<file path="config.mk">
export PLATFORM = sky130hd
export DESIGN_NAME = seq_sub_16bit
export DESIGN_NICKNAME = d
export VERILOG_FILES = /design/src/rtl/seq_sub_pkg.sv /design/src/rtl/cla_sub_4bit.sv /design/src/rtl/seq_sub_16bit.sv
export SDC_FILE = /design/constraint.sdc
export NUM_CORES = 1
export LEC_CHECK = 0
export CAP_MARGIN = 20
export CELL_PAD_IN_SITES_DETAIL_PLACEMENT = 1
export CELL_PAD_IN_SITES_GLOBAL_PLACEMENT = 1
export CORE_MARGIN = 10
export CORE_UTILIZATION = 29
export CTS_CLUSTER_DIAMETER = 200
export CTS_CLUSTER_SIZE = 40
export DETAILED_ROUTE_END_ITERATION = 7
export PLACE_DENSITY_LB_ADDON = 0.1
export SLEW_MARGIN = 20
export SYNTH_ARGS = -nofsm -noshare
export SYNTH_HDL_FRONTEND = slang
export SYNTH_HIERARCHICAL = 1
export SYNTH_SLANG_ARGS = --single-unit
</file>
<file path="constraint.sdc">
create_clock -name CLK -period 6 [get_ports CLK]
set_input_delay 1.5 -clock CLK [delete_from_list [all_inputs] [get_ports CLK]]
set_output_delay 1.5 -clock CLK [all_outputs]
set_load 0.01 [all_outputs]
</file>
<file path="src/rtl/seq_sub_pkg.sv">
// Shared constants and FSM state encoding for the sequential nibble subtractor.
// Latency: n/a (declarations only).
// Backpressure: n/a.
package seq_sub_pkg;

    localparam int NIBBLE_W = 4;
    localparam int WORD_W   = 16;
    localparam int NIBBLES  = 4;

    typedef enum logic [1:0] {
        IDLE = 2'd0,
        CALC = 2'd1,
        DONE = 2'd2
    } state_t;

endpackage

</file>
<file path="src/rtl/cla_sub_4bit.sv">
// 4-bit look-ahead subtractor slice: D = A - B - Bin, computed as A + ~B + ~Bin.
// Latency: purely combinational.
// Backpressure: none.
module cla_sub_4bit (
    input  logic [3:0] A,
    input  logic [3:0] B,
    input  logic       Bin,
    output logic [3:0] D,
    output logic       Bout
);

    logic [3:0] b_inv;
    logic [3:0] p;
    logic [3:0] g;
    logic [4:0] c;

    assign b_inv = ~B;
    assign p     = A ^ b_inv;
    assign g     = A & b_inv;

    // Carry-in is the inverted borrow; every carry is expanded from c[0] so no ripple chain remains.
    assign c[0] = ~Bin;
    assign c[1] = g[0] | (p[0] & c[0]);
    assign c[2] = g[1] | (p[1] & g[0]) | (p[1] & p[0] & c[0]);
    assign c[3] = g[2] | (p[2] & g[1]) | (p[2] & p[1] & g[0]) | (p[2] & p[1] & p[0] & c[0]);
    assign c[4] = g[3] | (p[3] & g[2]) | (p[3] & p[2] & g[1]) | (p[3] & p[2] & p[1] & g[0])
                | (p[3] & p[2] & p[1] & p[0] & c[0]);

    assign D    = p ^ c[3:0];
    assign Bout = ~c[4];

endmodule

</file>
<file path="src/rtl/seq_sub_16bit.sv">
// Sequential 16-bit subtractor, one nibble per cycle through a shared slice; SEQ_SUB_SATURATE_EN floors negative results to 0.
// Latency: Done rises 5 edges after the accepting Start edge; next operands may be accepted in DONE (5-cycle throughput).
// Backpressure: Start is ignored while Busy; Diff/Bout hold the previous result until the new one completes.
module seq_sub_16bit
    import seq_sub_pkg::*;
(
    input  logic              CLK,
    input  logic              RST_N,
    input  logic [WORD_W-1:0] A,
    input  logic [WORD_W-1:0] B,
    input  logic              Start,
    output logic [WORD_W-1:0] Diff,
    output logic              Bout,
    output logic              Busy,
    output logic              Done
);

    localparam logic [1:0] LAST_IDX = 2'(NIBBLES - 1);

    state_t               state_q;
    logic [1:0]           idx_q;
    logic                 borrow_q;
    logic [WORD_W-1:0]    a_q;
    logic [WORD_W-1:0]    b_q;
    logic [WORD_W-1:0]    res_q;

    logic [NIBBLE_W-1:0]  a_nib;
    logic [NIBBLE_W-1:0]  b_nib;
    logic [NIBBLE_W-1:0]  d_nib;
    logic                 bout_nib;
    logic [WORD_W-1:0]    word_nxt;
    logic [WORD_W-1:0]    diff_load;

    // Operand nibble mux feeding the single shared slice.
    assign a_nib = a_q[idx_q*NIBBLE_W +: NIBBLE_W];
    assign b_nib = b_q[idx_q*NIBBLE_W +: NIBBLE_W];

    cla_sub_4bit u_slice (
        .A    (a_nib),
        .B    (b_nib),
        .Bin  (borrow_q),
        .D    (d_nib),
        .Bout (bout_nib)
    );

    // On the last nibble the top 4 bits come straight from the slice, the rest from earlier cycles.
    assign word_nxt = {d_nib, res_q[WORD_W-NIBBLE_W-1:0]};

    // Select the value Diff loads on completion: wrapped, or floored at zero on borrow.
    always_comb begin
        diff_load = word_nxt;
`ifdef SEQ_SUB_SATURATE_EN
        if (bout_nib) begin
            diff_load = '0;
        end
`endif
    end

    // FSM, operand latches, nibble sequencing and result registers.
    always_ff @(posedge CLK or negedge RST_N) begin
        if (!RST_N) begin
            state_q  <= IDLE;
            idx_q    <= '0;
            borrow_q <= 1'b0;
            a_q      <= '0;
            b_q      <= '0;
            res_q    <= '0;
            Diff     <= '0;
            Bout     <= 1'b0;
        end else begin
            case (state_q)
                IDLE, DONE: begin
                    if (Start) begin
                        a_q      <= A;
                        b_q      <= B;
                        idx_q    <= '0;
                        borrow_q <= 1'b0;
                        state_q  <= CALC;
                    end else begin
                        state_q  <= IDLE;
                    end
                end
                CALC: begin
                    res_q[idx_q*NIBBLE_W +: NIBBLE_W] <= d_nib;
                    borrow_q <= bout_nib;
                    idx_q    <= idx_q + 2'd1;
                    if (idx_q == LAST_IDX) begin
                        Diff    <= diff_load;
                        Bout    <= bout_nib;
                        state_q <= DONE;
                    end
                end
                default: state_q <= IDLE;
            endcase
        end
    end

    // DONE always exits after one cycle, so Done is a single-cycle pulse.
    assign Busy = (state_q == CALC);
    assign Done = (state_q == DONE);

endmodule

</file>
# == Word level (Yosys, flattened, before mapping) ==
# Cells that the tools add are included.
# totals
register_bits,70
inputBits,35
# classes
n_addsub,2
n_eq_ne,5
shifts,4
n_mux,8
bitwise,32
reduce_logical,6
# op_table
op,count
4-bit negator with 34-bit output,1
4-bit by 34-bit variable shift with 16-bit output (first input constant),1
4-bit by 34-bit variable part select with 16-bit output,1
16-bit by 5-bit variable part select with 4-bit output,2
1-bit bitwise AND,16
16-bit bitwise mux,1
1-bit OR,10
2-bit one-hot mux with 2 select lines,2
4-bit XOR,2
2-bit AND reduction,3
4-bit bitwise AND,1
2-bit equality test (second input constant),2
2-bit 2-to-1 mux,2
4-bit NOT,1
2-bit by 1-bit adder with 2-bit output (second input constant),1
2-bit by 1-bit equality test with 1-bit output (second input constant),1
2-bit logical NOT,1
1-bit 2-to-1 mux,2
2-bit by 1-bit inequality test with 1-bit output (second input constant),1
2-bit inequality test (second input constant),1
1-bit NOT,2
1-bit one-hot mux with 2 select lines,1
2-bit nonzero test,1
2-bit OR reduction,1

# == Depth between registers and ports, before layout ==
# Gate-level depths: netlist of the first run.
# logic_depth
depth_word,10
mapped_depth,9
mapped_depth_nobuf,8

# == By module ==
# The synthesis of the first run kept the hierarchy.
# modules_own_cells
mod,n_inst,cells_per_inst,area_per_inst_um2,seq_area_each_um2
seq_sub_16bit,1,253,2854.0,1651.6
cla_sub_4bit,1,24,202.7,0.0

# == Worst setup path after synthesis of the first run ==
# Ideal clock, no wire load.
# synth_path
kind,flip-flop to flip-flop
start,reg idx_q[0]
end,reg Diff[15]
setup_ps,125
arrival_ps,2282
required_time_ps,5875
setup_slack_ps,3593
path_stages_with_launch,8
n_path_buf,1
period_less_slack_ps,2407
path_cell_list,dfrtp_1 > clkbuf_8 > mux4_2 > ha_1 > or2_2 > o211ai_1 > a211oi_2 > mux2_2
# synth_between
elab_cells_between_ends,16
cone_classes,eq/ne: 1; shift: 2; bitwise: 12; reduce/logical: 1
# synth_lines
item,line_no,text
"start, declared",seq_sub_16bit.sv:21,logic [1:0] idx_q;
"start signal, assigned",seq_sub_16bit.sv:86,idx_q <= idx_q + 2'd1;
16-bit by 5-bit variable part select with 4-bit output *,seq_sub_16bit.sv:35,assign a_nib = a_q[idx_q*NIBBLE_W +: NIBBLE_W];
named net a_nib[1],seq_sub_16bit.sv:27,logic [NIBBLE_W-1:0] a_nib;
4-bit bitwise AND or 4-bit XOR (tied branches),"cla_sub_4bit.sv:19, cla_sub_4bit.sv:18",
1-bit bitwise AND,cla_sub_4bit.sv:25,assign c[3] = g[2] | (p[2] & g[1]) | (p[2] & p[1] & g[0]) | (p[2] & p[1] & p[0] & c[0]);
1-bit OR or 1-bit bitwise AND (tied branches) (2 in a row),cla_sub_4bit.sv:25,
1-bit OR *,cla_sub_4bit.sv:25,
4-bit XOR *,cla_sub_4bit.sv:29,assign D = p ^ c[3:0];
named net d_nib[3],seq_sub_16bit.sv:29,logic [NIBBLE_W-1:0] d_nib;
"end signal, assigned",seq_sub_16bit.sv:88,Diff <= diff_load;
"end, declared",seq_sub_16bit.sv:12,"output logic [WORD_W-1:0] Diff,"
# The timed path passes the listed nets; every way through them passes the cells marked *.
# A chain may end at the register's enable or synchronous reset.

# == Worst setup path in the final report of the first run ==
# layout_path
start,reg state_q[1]
end,out Busy
# layout_between
elab_chain_cells,1
# layout_lines
item,line_no,text
"start, declared",seq_sub_16bit.sv:20,state_t state_q;
"start signal, assigned",seq_sub_16bit.sv:62,state_q <= IDLE;
"start signal, assigned",seq_sub_16bit.sv:78,state_q <= CALC;
"start signal, assigned",seq_sub_16bit.sv:80,state_q <= IDLE;
2-bit by 1-bit equality test with 1-bit output,seq_sub_16bit.sv:99,assign Busy = (state_q == CALC);
"end, declared",seq_sub_16bit.sv:14,"output logic Busy,"
# Every way passes these cells.

==> summary.md, run 1 <==
| Metric | Value |
|---|---|
| Outcome | finished clean |
| Final GP Congestion | 0.7298 |
| DRC violation count after routing | 0 |
| CP startpoint | state_q[1]$_DFFE_PN0P_ |
| Comb pwr share | 49.7% |
| Routed wl met3 | 441 um |
| Post-synth cell types | 36 |
| Initial cell density of the core | 29.74% |
| Die extent in x | 122.7 um |
| Crit Path Max Fanout | 6 |
| Critical Path Sink Type | output pin |
| Max-slew violations | 0 |
| Crit share post-route | 51.49% |
| Filler cell count | 1178 |
| Clock network fraction of design power | 16.5% |
| Number of flops mapped to enable cells by yosys | 0 |
| Switching Share | 39.42% |
| Max layer used | met4 |
| Port-buffer cells | 53 |
| Reg2Reg Setup Slack | 3.23 ns |
| First-pass GRT wire length | 12030 um |
| Initial antenna violation count | 0 |
| Critical Path Sink | Busy |
| Row count | 37 |
| Largest net degree at the start of global routing | 67 |
| GRT Total Usage | 10.35% |
| DP HPWL | 5167 um |
| Sw Pwr | 0.0009273 W |
| Simple-Gate Fraction of Synth Area | 19.20% |
| First-pass iteration count of the detailed router | 4 |
| Synthesized area | 0.003057 mm2 |
| Metal-1 WL | 3206 um |
| Place WS | 3.135 ns |
| Crit path arrival time | 1.59 ns |
| Initial drt markers | 73 |
| Reg-to-reg endpoint | res_q[11]$_DFFE_PN0P_ |
| Slew margin rel. | 43.58% |
| TritonCTS clock tree | yes |
| Final worst setup slack | 2.911 ns |
| Reg2reg start | idx_q[0]$_DFFE_PN0P_ |
| Yosys warning count | 6 |
| Design internal power | 0.001425 W |
| Asr flop ratio synth | 100.0% |
| Reg clk slew, reported paths | 0.07 ns |
| GRT overflow | 0 |
| CTS H-Tree Depth | 3 |
| Worst EP required | 4.50 ns |
| CTS Buf Count | 9 |
| Final min period | 3.089 ns |
| Setup Buffers After CTS | 0 |
| CP Class | register to output pin |
| Skew-Pair Late Insertion Delay | 0.34 ns |
| Setup tns final | 0 ns |
| Fin area | 0.003908 mm2 |
| CTS root buf | clkbuf_8 |
| Seq cells post-synth | 66 |
| Clock net sink count | 66 |
| Share of post-route cells with drive strength above 1 | 15.73% |
| Core area | 0.01028 mm2 |
| Die area | 0.01505 mm2 |
| Sequential Power Share | 33.8% |
| Tightest Pin Transition | 0.8463 ns |
| Max cap viols | 0 |
| Leak | 1.847 nW |
| Multiplexer share of the synthesized area | 13.26% |
| Post-Syn Nets | 322 |
| Vias in the first global route | 2358 |
| Final nets | 378 |
| Die Ht | 122.7 um |
| Remaining antenna violation count after routing | 0 |
| Unrepaired setup endpoints after global routing | false |
| Startpoint types | register |
| Final Hold Fails | 0 |
| # diodes | 0 |
| Final setup violation count | 0 |
| Peak Freq | 323.7 MHz |
| Vias | 2077 |
| # IOs | 54 |
| Max VDD drop | 0.1753 mV |
| Worst Hold Class | register to register |
| Max clock buf depth | 2 |
| Dpl cell area | 0.003704 mm2 |
| Reg2reg path depth | 8 |
| Post-synthesis sequential area ratio | 54.03% |
| Ys flop type | dfrtp_1 |
| Fin Clk Skew | 0.006481 ns |
| CTS resizes | 0 |
| Post-synthesis compound-gate area fraction | 4.871% |
| Area Overhead vs Synth | 27.83% |
| Largest family of logic cells by synthesized area | simple AND/OR/NAND/NOR gates |
| Cells after Synth | 277 |
| Wire length per cell | 15.14 um |
| Power Density | 602.0 mW/mm2 |
| WL final | 7163 um |
| Mean Syn Cell Area | 11.03 um2 |
| Vias per inst | 4.391 |
| Met2 WL | 3403 um |
| Area share of fa/ha/maj cells after synthesis | 4.339% |
| XOR/XNOR share of the synthesized area | 0.5731% |
| CTS Hold Bufs | 0 |
cell families after synthesis:
family | Yosys count
AOI/OAI and AO/OA | 21
xor gates and xnor gates | 2
muxes | 25
DFF | 66
and+or+nand+nor | 132
buffers and inverters | 21
adders and majority gates | 10
worst max-delay path: stages, from the launching register on:
cell             delay [ns]
dfrtp_1                0.40
nand2b_4               0.19
inv_6                  0.11
clkdlybuf4s50_1        0.54
sequential cells by signal, summed over array words and instances (netlist names):
signal and count:
borrow_q 1, Diff 16, res_q 12, a_q 16, Bout 1, b_q 16
idx_q 2, state_q 2
cells in the final DEF (no fill, tap or decap), drive strengths merged, types with 2 or more instances in the layout:
master         netlist  final
a22o                 6      6
clkdlybuf4s50        0     52
nor4b                2      2
clkbuf               3     13
dfrtp               66     66
nand2              114    114
nor2                 2      2
ha                   9      9
nor2b                3      3
mux2                17     17
buf                  8      4
o21ai               11     11
or2                  2      2
nand3b               3      3
xnor2                2      2
mux4                 8      8
nand2b               2      2
inv                 10     10
synth_stat cells, drive strengths merged (2+ instances only):
cell type	n	area, um2
a22o	6	52.55
buf	8	50.04
clkbuf	3	21.27
dfrtp	66	1652
ha	9	112.6
inv	10	42.54
mux2	17	225.2
mux4	8	180.2
nand2	114	444.2
nand2b	2	20.02
nand3b	3	22.52
nor2	2	7.510
nor2b	3	26.27
nor4b	2	23.77
o21ai	11	58.81
or2	2	12.52
xnor2	2	17.52
layout make-up:
class / instances / area, um2 / share of cell area [%]
Clock buffer: 13 / 168.9 / 4.323
Clock inverter: 2 / 35.03 / 0.8966
Inverter: 10 / 42.54 / 1.089
Multi-Input combinational cell: 190 / 1291 / 33.05
Sequential cell: 66 / 1652 / 42.27
Tap cell: 136 / 170.2 / 4.355
Timing Repair Buffer: 56 / 548.0 / 14.02
power groups by stage:
stage	clock [W]	combinational, W	sequential, W
floorplan	0	0.000818	0.000763
global placement	0	0.00115	0.000807
detailed placement	0	0.00119	0.000813
CTS	0.000404	0.00119	0.000804
global route	0.000428	0.00130	0.000831
finish	0.000389	0.00117	0.000794
how the worst min path moves through the flow:
stage | cells after the start | slack (ns) | from | to
final | 2 | 0.48 | a_q[7]$_DFFE_PN0P_ | a_q[7]$_DFFE_PN0P_
after global routing | 2 | 0.51 | b_q[7]$_DFFE_PN0P_ | b_q[7]$_DFFE_PN0P_
after CTS | 2 | 0.49 | a_q[13]$_DFFE_PN0P_ | a_q[13]$_DFFE_PN0P_
after detailed placement | 2 | 0.47 | a_q[13]$_DFFE_PN0P_ | a_q[13]$_DFFE_PN0P_
after global placement | 2 | 0.46 | b_q[14]$_DFFE_PN0P_ | b_q[14]$_DFFE_PN0P_
after floorplan | 2 | 0.44 | a_q[10]$_DFFE_PN0P_ | a_q[10]$_DFFE_PN0P_
per-stage QoR:
stage	util [%]	std cells	hold slack [ns]	power, W
3_3_place_gp	36.04	458	0.4593	0.001960
4_1_cts	38.02	473	0.4889	0.002403
3_5_place_dp	36.04	458	0.4713	0.002000
6_report	38.02	473	0.4769	0.002352
2_1_floorplan	-	277	0.4403	0.001581
5_1_grt	38.02	473	0.5091	0.002559
layer usage:
| metal | up-vias | track usage, % |
|---|---|---|
| met5 | - | 0 |
| met4 | 0 | 3.976 |
| met3 | 10 | 4.178 |
| met2 | 43 | 16.60 |
| met1 | 1002 | 12.18 |
| li1 | 1022 | - |
(Power assumes the default switching activity.)
==> run 2, diff against run 1 <==
==> constraint.sdc (replaced) <==
create_clock -name CLK -period 3 [get_ports CLK]
set_input_delay 0.75 -clock CLK [delete_from_list [all_inputs] [get_ports CLK]]
set_output_delay 0.75 -clock CLK [all_outputs]
set_load 0.01 [all_outputs]
==> run 2 against run 1 <==
Power up 98%. Die area unchanged. Final area rose by 0.58%. Clock skew down 0.00050 ns. Sequential cell count unchanged. Routed wire length shrank 1.2%. Clock power grew 92%. Largest power group unchanged.
==> summary.md, run 2 (synthesized netlist as in run 1, its figures left out) <==
| Metric | Value |
|---|---|
| Reg clk slew, reported paths | 0.07 ns (about the same) |
| First-pass GRT wire length | 11820 um (-1.8%) |
| Skew-Pair Late Insertion Delay | 0.34 ns (about the same) |
| Unrepaired setup endpoints after global routing | false |
| Slowest-stage cell, CP | dfrtp_1 |
| Startpoint types | register |
| # diodes | 0 (unchanged) |
| Vias | 2078 (+0.048%) |
| Row count | 37 (unchanged) |
| Max incr delay on CP | 0.66 ns (+0.12 ns) |
| Filler cell count | 1179 (+0.085%) |
| Vias per inst | 4.375 (-0.37%) |
| Leak | 1.862 nW (+0.82%) |
| Final Hold Fails | 0 (unchanged) |
| CTS Buf Count | 9 (unchanged) |
| CTS H-Tree Depth | 3 (unchanged) |
| Setup tns final | 0 ns (unchanged) |
| GRT overflow | 0 (unchanged) |
| CP Cell Sequence | mux4_2 > inv_1 > ha_1 > nor2b_4 > o2111a_2 > a211oi_2 > nand2_1 > o21ai_0 |
| Peak Freq | 394.0 MHz |
| Fin Clk Skew | 0.005981 ns (-0.0005002 ns) |
| Clock net sink count | 66 (unchanged) |
| TritonCTS clock tree | yes |
| Tightest Pin Transition | 0.6163 ns (-0.2299 ns) |
| Met2 WL | 3446 um (+1.3%) |
| CP top delay family | compound AO/OA/AOI/OAI gates |
| Initial drt markers | 60 (-18%) |
| Area Overhead vs Synth | 28.57% |
| Dpl cell area | 0.003739 mm2 (+0.95%) |
| Critical Path Sink Type | register |
| Largest net degree at the start of global routing | 43 (-36%) |
| Final worst setup slack | 0.4617 ns (-2.449 ns) |
| Power Density | 1184 mW/mm2 (+97%) |
| Crit share post-route | 84.61% |
| WL final | 7076 um (-1.2%) |
| Initial cell density of the core | 29.74% (unchanged) |
| # IOs | 54 (unchanged) |
| Die extent in x | 122.7 um (unchanged) |
| DP HPWL | 5265 um (+1.9%) |
| Final min period | 2.538 ns |
| Slew margin rel. | 58.91% (+15 points) |
| Max VDD drop | 0.3882 mV (+120%) |
| GRT Total Usage | 10.01% (-0.34 points) |
| Largest regs | Diff: 16 flops, a_q: 16 flops, b_q: 16 flops |
| Share of post-route cells with drive strength above 1 | 16.52% (+0.79 points) |
| Place WS | 0.4177 ns (-2.717 ns) |
| Metal-1 WL | 3158 um (-1.5%) |
| Final GP Congestion | 0.7105 (-2.6%) |
| Register area | 0.001652 mm2 (unchanged) |
| Most frequent cells in the layout | nand2_1 (113), dfrtp_1 (66), clkdlybuf4s50_1 (52) |
| Outcome | finished clean |
| Routed wl met3 | 356 um (-19%) |
| Placed insts | 461 (+0.66%) |
| Worst Hold Class | input pin to async pin |
| Fin cells | 475 (+0.42%) |
| Vias in the first global route | 2304 (-2.3%) |
| Max layer used | met4 |
| Core area | 0.01028 mm2 (unchanged) |
| Wire length per cell | 14.90 um (-1.6%) |
| Area taken by multi-input logic gates | 0.001291 mm2 (unchanged) |
| CTS Hold Bufs | 0 (unchanged) |
| Crit Path Max Fanout | 9 (+3) |
| CP Class | register to register |
| DRC violation count after routing | 0 (unchanged) |
| Max cap viols | 0 (unchanged) |
| Die Ht | 122.7 um (unchanged) |
| CTS resizes | 0 (unchanged) |
| Die area | 0.01505 mm2 (unchanged) |
| Initial antenna violation count | 0 (unchanged) |
| Setup Buffers After CTS | 0 (unchanged) |
| CTS root buf | clkbuf_8 |
| Fin area | 0.003930 mm2 (+0.58%) |
| Final setup violation count | 0 (unchanged) |
| Remaining antenna violation count after routing | 0 (unchanged) |
| Crit path arrival time | 2.80 ns (+1.21 ns) |
| WP buf/inv | 1 (-1) |
| Most common cell after layout, fill and taps aside | nand2_1 |
| Final nets | 381 (+0.79%) |
| Max clock buf depth | 2 (unchanged) |
| Hold_ws | 0.4184 ns (-0.05843 ns) |
| First-pass iteration count of the detailed router | 4 (unchanged) |
| Max-slew violations | 0 (unchanged) |
| Worst EP required | 3.26 ns (-1.24 ns) |
| Port-buffer cells | 53 (unchanged) |
## run 2: report_power, final
group | internal, W | switching (W)
Sequential | 0.00129 | 0.000286
Clock | 0.000417 | 0.000329
Combinational | 0.00118 | 0.00116
Total | 0.00288 | 0.00177
## run 2: worst paths after layout
path	startpoint	endpoint	slack, ns	depth (start not counted)
max reg2reg	idx_q[0]$_DFFE_PN0P_	res_q[3]$_DFFE_PN0P_	0.46	8
min in group CLK	b_q[15]$_DFFE_PN0P_	b_q[15]$_DFFE_PN0P_	0.48	2
max in group asynchronous	RST_N	a_q[9]$_DFFE_PN0P_	1.95	2
max	idx_q[0]$_DFFE_PN0P_	res_q[3]$_DFFE_PN0P_	0.46	8
min reg2reg	b_q[15]$_DFFE_PN0P_	b_q[15]$_DFFE_PN0P_	0.48	2
min	RST_N	Diff[9]$_DFFE_PN0P_	0.42	1
## run 2: per-stage QoR
stage | power (W) | util, %
6_report | 0.004653 | 38.24
5_1_grt | 0.005091 | 38.24
4_1_cts | 0.004800 | 38.24
3_5_place_dp | 0.004019 | 36.38
3_3_place_gp | 0.003980 | 36.38
2_1_floorplan | 0.003162 | -
## run 2: cell type report
cell class	count	share of cell area [%]
Clock inverter	3	1.019
Sequential cell	66	42.02
Inverter	10	1.082
Multi-Input combinational cell	190	32.86
Tap cell	136	4.330
Timing Repair Buffer	59	14.84
Clock buffer	11	3.852
## run 2: routing by layer
layer  track usage, %  up-vias
li1                 -     1026
met1            11.83      999
met2            16.43       41
met3            3.076       12
met4            4.418        0
met5                0        -
